===== config.mk =====
export PLATFORM = sky130hd
export DESIGN_NAME = irq_ctl
export DESIGN_NICKNAME = d
export VERILOG_FILES = /design/src/rtl/irq_ctl_pkg.sv /design/src/rtl/irq_sync_edge.sv /design/src/rtl/irq_ctl.sv
export SDC_FILE = /design/constraint.sdc
export NUM_CORES = 1
export LEC_CHECK = 0
export CELL_PAD_IN_SITES_DETAIL_PLACEMENT = 1
export CELL_PAD_IN_SITES_GLOBAL_PLACEMENT = 1
export CORE_UTILIZATION = 30
export CTS_CLUSTER_SIZE = 30
export DETAILED_ROUTE_END_ITERATION = 10
export PLACE_DENSITY_LB_ADDON = 0.1
export SYNTH_ARGS = -nofsm -noshare
export SYNTH_HDL_FRONTEND = slang
export SYNTH_SLANG_ARGS = --single-unit
export TNS_END_PERCENT = 5

===== constraint.sdc =====
create_clock -name i_clk -period 3.95 [get_ports i_clk]
set_input_delay 0.79 -clock i_clk [delete_from_list [all_inputs] [get_ports i_clk]]
set_output_delay 0.79 -clock i_clk [all_outputs]
set_load 0.02 [all_outputs]

===== src/rtl/irq_ctl_pkg.sv =====
// rtl/irq_ctl_pkg.sv - shared constants, cause codes and FSM states for irq_ctl
package irq_ctl_pkg;

    localparam logic [4:0] ADDR_MTIME_LO    = 5'h00;
    localparam logic [4:0] ADDR_MTIME_HI    = 5'h04;
    localparam logic [4:0] ADDR_MTIMECMP_LO = 5'h08;
    localparam logic [4:0] ADDR_MTIMECMP_HI = 5'h0C;
    localparam logic [4:0] ADDR_IRQ_EN      = 5'h10;
    localparam logic [4:0] ADDR_IRQ_PEND    = 5'h14;

    localparam logic [4:0] CAUSE_TIMER    = 5'd7;
    localparam logic [4:0] CAUSE_EXT_BASE = 5'd16;

    typedef enum logic [1:0] {
        ST_IDLE = 2'd0,
        ST_REQ  = 2'd1,
        ST_SVC  = 2'd2
    } irq_state_e;

    function automatic logic [4:0] ext_cause(input int k);
        return CAUSE_EXT_BASE + 5'(k);
    endfunction

endpackage


===== src/rtl/irq_sync_edge.sv =====
// rtl/irq_sync_edge.sv - 2-flop synchroniser with registered rising-edge pulse
module irq_sync_edge (
    input  logic i_clk,
    input  logic i_rst,
    input  logic i_clk_en,
    input  logic i_async,
    output logic o_pulse
);

    logic r_meta;
    logic r_sync;
    logic r_prev;
    logic r_pulse;

    // The pulse is held across disabled cycles so an edge is never lost
    // before the first enabled cycle can latch it into the pending bit.
    always_ff @(posedge i_clk or negedge i_rst) begin
        if (!i_rst) begin
            r_meta  <= 1'b0;
            r_sync  <= 1'b0;
            r_prev  <= 1'b0;
            r_pulse <= 1'b0;
        end else begin
            r_meta  <= i_async;
            r_sync  <= r_meta;
            r_prev  <= r_sync;
            r_pulse <= (r_sync & ~r_prev) | (r_pulse & ~i_clk_en);
        end
    end

    assign o_pulse = r_pulse;

endmodule


===== src/rtl/irq_ctl.sv =====
// rtl/irq_ctl.sv - machine interrupt controller; optional timer under IRQ_CTL_TIMER_EN
module irq_ctl
    import irq_ctl_pkg::*;
#(
    parameter int NUM_EXT  = 4,
    parameter int PRESCALE = 1
) (
    input  logic               i_clk,
    input  logic               i_rst,
    input  logic               i_clk_en,
    input  logic [NUM_EXT-1:0] i_ext_irq,
    input  logic               i_mie,
    input  logic               i_irq_ack,
    input  logic               i_mret,
    input  logic               i_sel,
    input  logic               i_we,
    input  logic [4:0]         i_addr,
    input  logic [31:0]        i_wdata,
    output logic [31:0]        o_rdata,
    output logic               o_irq_req,
    output logic [4:0]         o_irq_cause
);

    logic               w_wr;
    logic               w_rd;
    logic [NUM_EXT-1:0] w_edge;
    logic [NUM_EXT-1:0] w_w1c;
    logic [NUM_EXT-1:0] w_ack_clr;
    logic [NUM_EXT-1:0] w_pend_ext_nxt;
    logic [NUM_EXT-1:0] r_pend_ext;
    logic [NUM_EXT-1:0] r_en_ext;
    logic               w_tmr_pend;
    logic               w_tmr_en;
    logic [NUM_EXT:0]   w_active;
    logic [4:0]         w_win_cause;
    irq_state_e         r_state;
    irq_state_e         w_state_nxt;
    logic [4:0]         r_cause;
    logic [4:0]         w_cause_nxt;
    logic [31:0]        w_rd_mux;
    logic [31:0]        r_rdata;
    logic               w_unused;

    assign w_wr     = i_clk_en & i_sel & i_we;
    assign w_rd     = i_clk_en & i_sel & ~i_we;
    assign w_unused = ^i_wdata;

    for (genvar k = 0; k < NUM_EXT; k++) begin : g_sync
        irq_sync_edge u_sync (
            .i_clk    (i_clk),
            .i_rst    (i_rst),
            .i_clk_en (i_clk_en),
            .i_async  (i_ext_irq[k]),
            .o_pulse  (w_edge[k])
        );
    end

`ifdef IRQ_CTL_TIMER_EN
    localparam int PW = (PRESCALE > 1) ? $clog2(PRESCALE) : 1;

    logic [63:0]   r_mtime;
    logic [63:0]   r_mtimecmp;
    logic [PW-1:0] r_presc;
    logic          r_en_tmr;
    logic          w_tick;

    assign w_tick = (r_presc == PW'(PRESCALE - 1));

    always_ff @(posedge i_clk or negedge i_rst) begin
        if (!i_rst) begin
            r_mtime    <= '0;
            r_mtimecmp <= '0;
            r_presc    <= '0;
            r_en_tmr   <= 1'b0;
        end else if (i_clk_en) begin
            r_presc <= w_tick ? '0 : r_presc + PW'(1);
            if (w_wr && i_addr == ADDR_MTIME_LO)
                r_mtime[31:0] <= i_wdata;
            else if (w_wr && i_addr == ADDR_MTIME_HI)
                r_mtime[63:32] <= i_wdata;
            else if (w_tick)
                r_mtime <= r_mtime + 64'd1;
            if (w_wr && i_addr == ADDR_MTIMECMP_LO)
                r_mtimecmp[31:0] <= i_wdata;
            if (w_wr && i_addr == ADDR_MTIMECMP_HI)
                r_mtimecmp[63:32] <= i_wdata;
            if (w_wr && i_addr == ADDR_IRQ_EN)
                r_en_tmr <= i_wdata[0];
        end
    end

    assign w_tmr_pend = (r_mtime >= r_mtimecmp);
    assign w_tmr_en   = r_en_tmr;
`else
    assign w_tmr_pend = 1'b0;
    assign w_tmr_en   = 1'b0;
`endif

    assign w_w1c = (w_wr && i_addr == ADDR_IRQ_PEND) ? i_wdata[NUM_EXT:1] : '0;

    always_comb begin
        w_ack_clr = '0;
        for (int k = 0; k < NUM_EXT; k++) begin
            if (r_state == ST_REQ && i_irq_ack && r_cause == ext_cause(k))
                w_ack_clr[k] = 1'b1;
        end
    end

    // A fresh edge wins over both software W1C and the ack-driven clear.
    assign w_pend_ext_nxt = (r_pend_ext & ~w_w1c & ~w_ack_clr) | w_edge;
    assign w_active       = {r_pend_ext, w_tmr_pend} & {r_en_ext, w_tmr_en};

    always_comb begin
        w_win_cause = '0;
        for (int k = NUM_EXT - 1; k >= 0; k--) begin
            if (w_active[k+1])
                w_win_cause = ext_cause(k);
        end
        if (w_active[0])
            w_win_cause = CAUSE_TIMER;
    end

    always_comb begin
        w_state_nxt = r_state;
        w_cause_nxt = r_cause;
        case (r_state)
            ST_IDLE: begin
                if (i_mie && |w_active) begin
                    w_state_nxt = ST_REQ;
                    w_cause_nxt = w_win_cause;
                end
            end
            ST_REQ:  if (i_irq_ack) w_state_nxt = ST_SVC;
            ST_SVC:  if (i_mret)    w_state_nxt = ST_IDLE;
            default: w_state_nxt = ST_IDLE;
        endcase
    end

    always_comb begin
        w_rd_mux = '0;
        case (i_addr)
`ifdef IRQ_CTL_TIMER_EN
            ADDR_MTIME_LO:    w_rd_mux = r_mtime[31:0];
            ADDR_MTIME_HI:    w_rd_mux = r_mtime[63:32];
            ADDR_MTIMECMP_LO: w_rd_mux = r_mtimecmp[31:0];
            ADDR_MTIMECMP_HI: w_rd_mux = r_mtimecmp[63:32];
`endif
            ADDR_IRQ_EN:      w_rd_mux[NUM_EXT:0] = {r_en_ext, w_tmr_en};
            ADDR_IRQ_PEND:    w_rd_mux[NUM_EXT:0] = {r_pend_ext, w_tmr_pend};
            default:          w_rd_mux = '0;
        endcase
    end

    always_ff @(posedge i_clk or negedge i_rst) begin
        if (!i_rst) begin
            r_state    <= ST_IDLE;
            r_cause    <= '0;
            r_pend_ext <= '0;
            r_en_ext   <= '0;
            r_rdata    <= '0;
        end else if (i_clk_en) begin
            r_state    <= w_state_nxt;
            r_cause    <= w_cause_nxt;
            r_pend_ext <= w_pend_ext_nxt;
            if (w_wr && i_addr == ADDR_IRQ_EN)
                r_en_ext <= i_wdata[NUM_EXT:1];
            if (w_rd)
                r_rdata <= w_rd_mux;
        end
    end

    assign o_rdata     = r_rdata;
    assign o_irq_req   = (r_state == ST_REQ);
    assign o_irq_cause = r_cause;

endmodule


* Word-level counts from Yosys, hierarchy flattened
Cells that the tools add are included. Widths: inputs -> output; s select.
Word-level totals: output and inout port bits 38, input bits 49, logic and storage cells 88, flip-flop bits (word level) 36
Cells by class: equality and inequality tests 11, multiplexer cells 15, reductions and logical operators 14, bitwise gates (word level) 27
Operators by type and width (number):
- $eq 5x5->1 const B | 6
- $mux 5 | 5
- $and 1x1->1 | 11
- $pmux 5 s2 | 1
- $and 4x4->4 | 2
- $logic_and 1x1->1 | 8
- $not 4->4 | 2
- $mux 2 | 3
- $ne 2x2->1 const B | 3
- $not 1->1 | 6
- $pmux 2 s3 | 1
- $and 5x5->5 | 1
- $reduce_or 5->1 | 1
- $mux 1 | 4
- $mux 4 | 1
- $or 1x1->1 | 4
- $or 4x4->4 | 1
- $reduce_and 2->1 | 2
- $reduce_and 4->1 | 1
- $reduce_and 3->1 | 1
- $eq 2x1->1 const B | 1
- $eq 2x2->1 const B | 1
- $logic_not 2->1 | 1

* Logic depth before layout (Yosys ltp)
Gate-level depths: netlist (run 1).
word-level depth 8, gate-level depth with buffers 5, mapped depth without buffers 4

* Modules after synthesis
From an unflattened synthesis (run 1), not the netlist that was laid out.
Second synthesis, totals: cell total of the unflattened synthesis 140, area, all modules 1560.2 sq um
By module, submodules not included:
- irq_ctl | sequential area each 425.4 sq um, area each 1079.8 sq um, times used 1, cells each 112
- irq_sync_edge | sequential area each 100.1 sq um, area each 120.1 sq um, times used 4, cells each 7

* Worst setup path before layout (run 1)
No wires, ideal clock.
path kind input-to-reg, from input port i_addr[3], to register r_en_ext[0], data required time 3.825 ns, cell stages on the path 4, library setup time 0.125 ns, buffers on the path 1, arrival time 2.019 ns, slack 1.806 ns, cell sequence or4b_1 > buf_2 > nor3_4 > mux2_2
On the way: word-level cells in the longest chain between the ends 3
Ends and longest elaborated chain:
- start: declaration | line irq_ctl.sv:17 | input logic [4:0] i_addr,
- $eq 5x5->1 | line irq_ctl.sv:165 | if (w_wr && i_addr == ADDR_IRQ_EN)
- $logic_and 1x1->1 | line irq_ctl.sv:165
- $reduce_and 2->1 (no source line)
- end signal: assignment | line irq_ctl.sv:166 | r_en_ext <= i_wdata[NUM_EXT:1];
- end: declaration | line irq_ctl.sv:31 | logic [NUM_EXT-1:0] r_en_ext;
Every way passes these cells. A chain may end at the register's enable or synchronous reset.

* Worst setup path after layout (run 1)
Ends and elaborated chain as after synthesis.

==> results of run 1 <==
-- flip-flops by register name, summed over array words and instances, names as in the netlist --
signal and flops:
g_sync.u_sync.o_pulse 4, r_en_ext 4, g_sync.u_sync.r_prev 4, o_rdata 4, o_irq_cause 3, r_state 2
g_sync.u_sync.r_meta 4, g_sync.u_sync.r_sync 4, r_pend_ext 4
-- worst paths after layout --
path / startpoint / end / slack [ns] / depth (start not counted)
min in group asynchronous: i_rst / o_rdata[3] / 0.92 / 2
hold reg to reg: g_sync[2].u_sync.r_meta / g_sync[2].u_sync.r_sync / 0.35 / 0
max in group asynchronous: i_rst / g_sync[3].u_sync.r_prev / 2.71 / 2
setup / recovery: i_addr[3] / r_en_ext[0] / 1.56 / 4
setup reg to reg: r_state[1] / o_irq_cause[0] / 2.33 / 3
hold / removal: g_sync[2].u_sync.r_meta / g_sync[2].u_sync.r_sync / 0.35 / 0
-- layout by cell type (no fill, tap or decap), drive strengths merged --
cell and n:
mux2 5, nor2b 1, a21o 1, a21oi 3, clkdlybuf4s50 28, o21a 1, or4b 1, nand3 1
o21ai 10, o31ai 1, clkinv 1, nor4bb 1, nand4 1, a32o 1, o22ai 4, dfrtp 33
buf 2, nand3b 1, nand2 8, conb 30, inv 12, or2 2, mux2i 5, a22o 4
nor3b 2, clkbuf 7, a32oi 1, nand4b 1, nor3 6
-- routing by layer --
| layer | GRT usage | part of all wire |
|---|---|---|
| met5 | 0 | 0 |
| met4 | 0.0641 | 0.019 |
| met3 | 0.0316 | 0.048 |
| met2 | 0.213 | 0.52 |
| met1 | 0.156 | 0.42 |
-- cell families (layout without fill, tap and decap cells) --
logic type	after synthesis	after routing	synth area share
buf+inv	46	50	0.186
mux	10	10	0.0690
other cells	1	30	0.00243
simple gates	25	25	0.0990
flops	33	33	0.536
compound gates	26	26	0.108
-- through the flow --
stage / std cells / utilization / total power (uW)
after floorplan: 170 / - / 542
after global placement: 233 / 0.369 / 601
after detailed placement: 233 / 0.369 / 610
after CTS: 241 / 0.390 / 894
after global routing: 241 / 0.390 / 926
final: 241 / 0.390 / 881
-- power by group through the flow --
| stage | clock network, uW | registers [uW] | logic [uW] |
|---|---|---|---|
| finish | 280 | 416 | 185 |
| global route | 301 | 424 | 201 |
| CTS | 290 | 417 | 188 |
| detailed placement | 0 | 423 | 187 |
| global placement | 0 | 419 | 182 |
| floorplan | 0 | 429 | 113 |
-- final cells by class --
type | instances | area share
well taps | 67 | 0.0444
inverters | 12 | 0.0238
clock buffers | 7 | 0.0510
flip-flops and latches | 33 | 0.437
repair buffers | 30 | 0.156
multi-input cells | 91 | 0.285
clock inverters | 1 | 0.00265
==> flow_summary.toml, run 1 <==
[critical_path]
crit_type = "input port to flip-flop"
arrival_ns = 2.56
crit_fanout = 7
worst_setup_path_end_kind = "flip-flop"
crit_path_start_kind = "input port"
critPathRequiredTime_ns = 4.12
crit_path_cell_trace = "clkdlybuf4s50_1 -> or4b_1 -> nor3_4 -> mux2_2"
crit_buf_inv = 1
cpPeakStageDelay_ns = 0.69
cpLargestDelayFamily = "simple AND/OR/NAND/NOR gates"
crit_slowest_cell = "or4b_1"

[route]
vias = 1016
wl_per_cell_um = 12.8
finalWirelength_um = 3080
dr.pass1.iters = 2
drc = 0
first_iter_violations = 44
antenna_left = 0
vias_per_cell = 4.22

[placement]
placed_cell_area_mm2 = 0.00179
hpwl_um = 2300
place_ws_ns = 1.25
numPortBuffers = 28
gp_congestion = 0.677

[sta]
relSlewSlack = 0.661
setup_viol = 0
finalSetupTns_ns = 0
slew_viol_final = 0
tightest_slew_ns = 0.502
clock_skew_ns = 0.00625
fin_ws_ns = 1.56
finalHoldViolCount = 0
finalCriticalPeriod_ns = 2.39
rsz0062_at_grt = "false"
hold_ws_ns = 0.352
max_freq_ghz = 0.418
fin_crit_sh = 0.605

[cells_and_area]
nets = 222
seqCellArea_um2 = 826
final_area_mm2 = 0.00189
multiInputGateArea_um2 = 538
layout-drive-gt1-share = 0.103
diodes = 0
fill_cells = 538
area_growth_pct = 22.6

[logic_synthesis]
synth-edff-count = 0
netlist_area_mm2 = 0.00154
ys_seq_area_frac = 0.536
synth_area_leaders = "dfrtp_1 54%, buf_4 15%, mux2_2 3.7%, mux2i_1 3.2%, o21ai_0 3.2%"
synth_area_leader_cell = "dfrtp_1"
synthTopCellsByCount = "33 x dfrtp_1, 30 x buf_4, 12 x inv_1"
async_reset_ff_frac = 1.00
synth_most_common_cell = "dfrtp_1"
ys_types = 29
synth_ff_type = "dfrtp_1"
yosysWarnings = 0
ys_seq_elements = 33
synth_top_area_share = 0.536
synthCells = 141
syn_avg_cell_area_um2 = 10.9

[outcome]
status = "finished clean"

[clock_network]
ctsRootBufferMaster = "clkbuf_8"
htreeDepth = 2
cts_resized = 0
cts_tree = "yes"
cts_buffers = 5
clkTransAtPathRegs_ns = 0.07
cts_buffer_depth = 2
ctsHoldBuffers = 0
clk_latency_ns = 0.28
cts_setup_buffers = 0
cts_num_sinks = 33

[grt]
grt_pass1_vias = 1011
antenna_found_initial = 0
grt_max_degree = 34
grt_pass1_wl_um = 5130
grtUsageTotal = 0.129
grt_overflow = 0

[power]
seq_power_share = 0.472
peakVddDrop_mv = 0.200
power.internal_uw = 620
power.share.switching = 0.296
p_comb_frac = 0.210
clockPowerShare = 0.318
p_leak_uw = 0.000882
power.switching_uw = 261
p_per_area_mw_per_mm2 = 466

[floorplanning]
io_pins = 87
fp.coreArea_mm2 = 0.00485
rows = 25
die_x_um = 73.7
initial_utilization = 0.318
die_height_um = 73.7
die_area_mm2 = 0.00543

[job]
drv_cap = 0

[hold_path]
worstHoldPathType = "flip-flop to flip-flop"
Power figures use the tool's default switching activity.
==> run 2: changes to the inputs <==
CORE_UTILIZATION = 28   (was 30)
clock period = 2.2 ns   (was 3.95 ns; I/O delays follow)
==> flow_summary.toml, run 2 (synthesis results as in run 1) <==
[power]
p_leak_uw = 0.000915
seq_power_share = 0.427
power.internal_uw = 1290
p_comb_frac = 0.192
power.share.switching = 0.264
peakVddDrop_mv = 0.382
power.switching_uw = 463
p_per_area_mw_per_mm2 = 895
clockPowerShare = 0.381

[cells_and_area]
fin_util = 0.376
final_cells = 248
layout-drive-gt1-share = 0.124
fill_cells = 607
diodes = 0
most-common-layout-cells = "33 x dfrtp_1, 30 x conb_1, 28 x clkdlybuf4s50_1"
multiInputGateArea_um2 = 538
area_growth_pct = 26.9
seqCellArea_um2 = 826
layout_commonest_cell = "dfrtp_1"
nets = 226

[critical_path]
arrival_ns = 1.52
crit_path_start_kind = "flip-flop"
r2r-start = "r_state[1]"
crit_path_end = "o_irq_req"
reg2reg_to = "o_irq_cause[0]"
crit_type = "flip-flop to primary output"
reg2reg_slack_ns = 0.66
worst_setup_path_end_kind = "primary output"
crit_fanout = 5
cpPeakStageDelay_ns = 0.64
crit_slowest_cell = "clkdlybuf4s50_1"
crit_path_cell_trace = "nor2b_1 -> clkdlybuf4s50_1"
critPathRequiredTime_ns = 1.76
cp-startpoint = "r_state[0]"
reg2reg_depth = 3

[sta]
fin_ws_ns = 0.244
max_freq_ghz = 0.511
rsz0062_at_grt = "false"
slew_viol_final = 0
fin_crit_sh = 0.889
finalHoldViolCount = 0
setup_viol = 0
finalCriticalPeriod_ns = 1.96
clock_skew_ns = 0.00186

[clock_network]
cts_tree = "yes"
cts_buffers = 5
cts_setup_buffers = 0
ctsHoldBuffers = 0
ctsRootBufferMaster = "clkbuf_8"
cts_num_sinks = 33
htreeDepth = 2
clkTransAtPathRegs_ns = 0.07
cts_buffer_depth = 2
clk_latency_ns = 0.28
cts_resized = 0

[placement]
post-place-cells = 240
numPortBuffers = 28
gp_congestion = 0.703
hpwl_um = 2250
place_ws_ns = -0.0299

[floorplanning]
die_area_mm2 = 0.00581
die_height_um = 76.2
die_x_um = 76.2
io_pins = 87
initial_utilization = 0.296
fp.coreArea_mm2 = 0.00520
rows = 26

[grt]
grtUsageTotal = 0.116
grt_overflow = 0
grt_pass1_vias = 1073
grt_pass1_wl_um = 5130
antenna_found_initial = 0
grt_max_degree = 34

[route]
finalWirelength_um = 2970
drc = 0
wl_per_cell_um = 12.0
first_iter_violations = 28
dr.pass1.iters = 4
vias_per_cell = 4.20
antenna_left = 0
vias = 1042

[hold_path]
worstHoldPathType = "flip-flop to flip-flop"

[job]
drv_cap = 0

[outcome]
status = "finished clean"
run 2: cell types whose count changed in the layout (fill, tap and decap cells not counted):
cell	before	now
buf_4	2	6
bufinv_16	0	2
clkbuf_8	7	5
run 2: how the worst min path moves through the flow:
stage	startpoint	end	slack [ns]	depth (start not counted)
final	g_sync[2].u_sync.r_meta	g_sync[2].u_sync.r_sync	0.35	0
after global routing	g_sync[1].u_sync.r_meta	g_sync[1].u_sync.r_sync	0.37	0
after CTS	g_sync[2].u_sync.r_meta	g_sync[2].u_sync.r_sync	0.35	0
after detailed placement	g_sync[2].u_sync.r_meta	g_sync[2].u_sync.r_sync	0.34	0
after global placement	g_sync[2].u_sync.r_meta	g_sync[2].u_sync.r_sync	0.34	0
after floorplan	i_rst	g_sync[0].u_sync.o_pulse	0.14	0
run 2: through the flow:
step / setup TNS, ns / hold WS, ns / instance area [um2] / power (uW)
floorplan: 0 / 0.144 / 1650 / 972
global placement: -0.0721 / 0.335 / 1820 / 1090
detailed placement: -0.137 / 0.338 / 1820 / 1100
CTS: 0 / 0.354 / 1960 / 1780
global route: 0 / 0.370 / 1960 / 1840
finish: 0 / 0.351 / 1960 / 1750
run 2: per-layer routing:
layer / part of all wire / track usage / routed length [um] / up-vias
li1: - / - / - / 491
met2: 0.50 / 0.190 / 1480 / 36
met5: 0 / 0 / 0 / -
met4: 0.018 / 0.0577 / 55 / 0
met1: 0.43 / 0.135 / 1280 / 509
met3: 0.054 / 0.0383 / 161 / 6
run 2: final cells by class:
type,count,area share
flip-flops and latches,33,0.422
inverters,12,0.0230
repair buffers,34,0.166
clock buffers,5,0.0352
multi-input cells,91,0.275
clock inverters,3,0.0333
well taps,70,0.0448
run 2: critical path: cells and delay by family (launching register included):
kind	cells	cell delay, ns
buffers and inverters	1	0.64
flip-flops	1	0.40
AND/OR/NAND/NOR	1	0.20
run 2: power groups by stage:
stage / Clock [uW] / Sequential, uW / Combinational [uW]
5_1_grt: 708 / 764 / 368
6_report: 667 / 747 / 336
4_1_cts: 686 / 750 / 341
2_1_floorplan: 0 / 770 / 202
3_3_place_gp: 0 / 754 / 335
3_5_place_dp: 0 / 760 / 339
==> edit: new RTL, settings of run 1 <==
The parameter `NUM_EXT` goes from 4 to 8.
--- a/src/rtl/irq_ctl.sv
+++ b/src/rtl/irq_ctl.sv
@@ -2,7 +2,7 @@
 module irq_ctl
     import irq_ctl_pkg::*;
 #(
-    parameter int NUM_EXT  = 4,
+    parameter int NUM_EXT  = 8,
     parameter int PRESCALE = 1
 ) (
     input  logic               i_clk,
Interface: changed (resized i_ext_irq); port bits go from 87 to 91. The function was not compared with the original's and may differ.
==> edit against run 1 <==
  * Setup slack lost 0.36 ns
  * Clock skew grew 0.0015 ns
  * Area after synthesis grew 69%
  * Total power grew 89%
  * Wire length grew 72%
  * Design area grew 71%
  * Sequential cell count grew 29
  * Critical path type unchanged
  * Largest cell class unchanged
==> edit: results (changes against run 1) <==
The mean cell area of the mapped netlist was 11.2 µm² (+2.5%). In the post-synthesis netlist, the biggest area contributors are sky130_fd_sc_hd__dfrtp_1, sky130_fd_sc_hd__buf_4, sky130_fd_sc_hd__mux2_2. The post-synth design cell area came out at 2610 µm² (+69%). The logs give 0 (unchanged) for the max-slew violation total from the final report and 0.705 (+4.1%) for the placer's final routability congestion estimate. Share of cell area taken by muxes after synthesis: 4.75% (-2.2 points). For the number of CTS-inserted buffers, the log shows 9 (+4). The number of design-rule violations left by the first detailed-router iteration is 64 (+45%).

The number of iterations in the first detailed-routing pass is 4 (+2). The insertion delay of the later-clocked pin in the worst-skew pair was 0.34 ns (+0.06 ns); the internal cell power was 1.15 mW (+86%). The CTS root buffer is sky130_fd_sc_hd__clkbuf_8. The number of filler cells placed in the layout is 929 (+73%). For the register area share after synthesis, the log shows 59.4% (+5.9 points). The tools report the pin count of the biggest net entering global routing as 41 (+21%). The flow ran to the end, and the final reports show no timing, DRC or antenna violations. The mean routed wirelength per cell works out to 13.5 µm (+6.0%). The path class of the tightest hold or removal check is reg2reg.

The filler-free cell count of the finished design is 391 (+62%), and the post-synthesis async set-or-reset flop share is 100% (unchanged). The share of final-layout standard cells stronger than drive strength 1 came out at 10.5% (+0.14 points). For the post-synthesis cell type count, the log shows 30 (+3.4%). The routed wire length on met2 is 2480 µm (+57%), and the share of the synthesized area in compound gates (AO/OA/AOI/OAI) is 13.7% (+2.9 points). The number of input and output port buffers inserted is 41 (+46%).

The run gives 0 (unchanged) as the count of warnings emitted by yosys. The placement-stage worst setup slack came out at 0.808 ns (-0.443 ns). For the number of antenna violations at the first check in global routing, the log shows 0 (unchanged). The number of cells in the design after placement was 375 (+61%).

The tools report the maximum clock insertion buffer count as 2 (unchanged). The number of instances resized during post-cts repair is 0 (unchanged), and the met1 wire length is 2480 µm (+93%). The clock transition at the registers of the reported paths works out to 0.07 ns (about the same). The run gives 1.43 nW (+62%) as the standby leakage power. The logs give 8880 µm (+73%) for the wire length of the first global-routing pass and 247 µm (+66%) for the met3 wire length. The number of antenna cells inserted was 0 (unchanged); the worst-case clock skew was 0.00775 ns (+0.00150 ns). The fraction of synthesized cell area in xor and xnor cells is 0% (unchanged), and the total setup buffers inserted after CTS is 0 (unchanged). The tools report the number of vias after detailed routing as 1757 (+73%).

The run gives 3840 µm (+67%) as the total half-perimeter wirelength after legalization and detailed placement. The largest fanout on the critical path was 9 (+2); the H-tree depth was 3 (+1). For the maximum ir drop on the vdd rail, the log shows 0.259 mV (+29%). Headroom to the max-slew limit: 39.5% (-27 points). The detailed router used layers up to and including met4. The tools report the number of global-route vias before repair as 1749 (+73%). The post-synthesis share of cell area spent on full adders, half adders and majority gates was 0% (unchanged); the final net count was 334 (+50%).

The global-route usage over all layers is 13.4% (+0.48 points). Ranked by instance count, the synthesized netlist is headed by sky130_fd_sc_hd__dfrtp_1, sky130_fd_sc_hd__buf_4, sky130_fd_sc_hd__inv_1, sky130_fd_sc_hd__a21oi_1, sky130_fd_sc_hd__nand2_1.
==> edit: path summary, 6_finish.rpt <==
| check | startpoint | to | slack (ns) | depth (start not counted) |
|---|---|---|---|---|
| max | i_addr[3] | r_en_ext[7] | 1.20 | 4 |
| min | g_sync[2].u_sync.r_meta | g_sync[2].u_sync.r_sync | 0.35 | 0 |
| max reg2reg | r_state[0] | o_irq_cause[0] | 2.21 | 3 |
| min reg2reg | g_sync[2].u_sync.r_meta | g_sync[2].u_sync.r_sync | 0.35 | 0 |
| max in group asynchronous | i_rst | g_sync[5].u_sync.o_pulse | 2.61 | 2 |
| min in group asynchronous | i_rst | r_pend_ext[0] | 0.42 | 1 |
==> edit: layer usage <==
metal  track usage [%]  up-vias
li1                  -      858
met1              17.0      842
met2              20.9       49
met3              4.63        8
met4              4.92        0
met5                 0        -
==> edit: final cells by class <==
cell class,instances,share of cell area [%]
flip-flops and latches,62,47.9
multi-input cells,140,26.0
repair buffers,43,13.0
well taps,105,4.06
clock buffers,10,3.94
inverters,25,2.90
clock inverters,6,2.24
==> edit: logic make-up (layout without fill, tap and decap cells) <==
family / Yosys count / in the layout
DFF: 62 / 62
buffers and inverters: 55 / 84
other: 1 / 25
AOI/OAI and AO/OA: 55 / 55
and+or+nand+nor: 49 / 49
muxes: 11 / 11
==> edit: critical path, stage by stage <==
cell and delay [ns]:
sky130_fd_sc_hd__clkdlybuf4s50_1 0.39, sky130_fd_sc_hd__or4b_1 0.73, sky130_fd_sc_hd__nor4b_4 0.66, sky130_fd_sc_hd__mux2_2 0.40
==> edit: power by group through the flow <==
| stage | registers [mW] | logic [mW] | clock network [mW] |
|---|---|---|---|
| final | 0.784 | 0.325 | 0.555 |
| after global routing | 0.798 | 0.359 | 0.600 |
| after CTS | 0.786 | 0.331 | 0.577 |
| after detailed placement | 0.798 | 0.329 | 0 |
| after global placement | 0.797 | 0.324 | 0 |
| after floorplan | 0.813 | 0.168 | 0 |
==> edit: through the flow <==
| step | hold WS (ns) | instance area [µm²] | total power [mW] |
|---|---|---|---|
| detailed placement | 0.336 | 3040 | 1.13 |
| CTS | 0.354 | 3240 | 1.69 |
| floorplan | 0.331 | 2700 | 0.981 |
| global placement | 0.332 | 3040 | 1.12 |
| global route | 0.362 | 3240 | 1.76 |
| finish | 0.350 | 3240 | 1.66 |
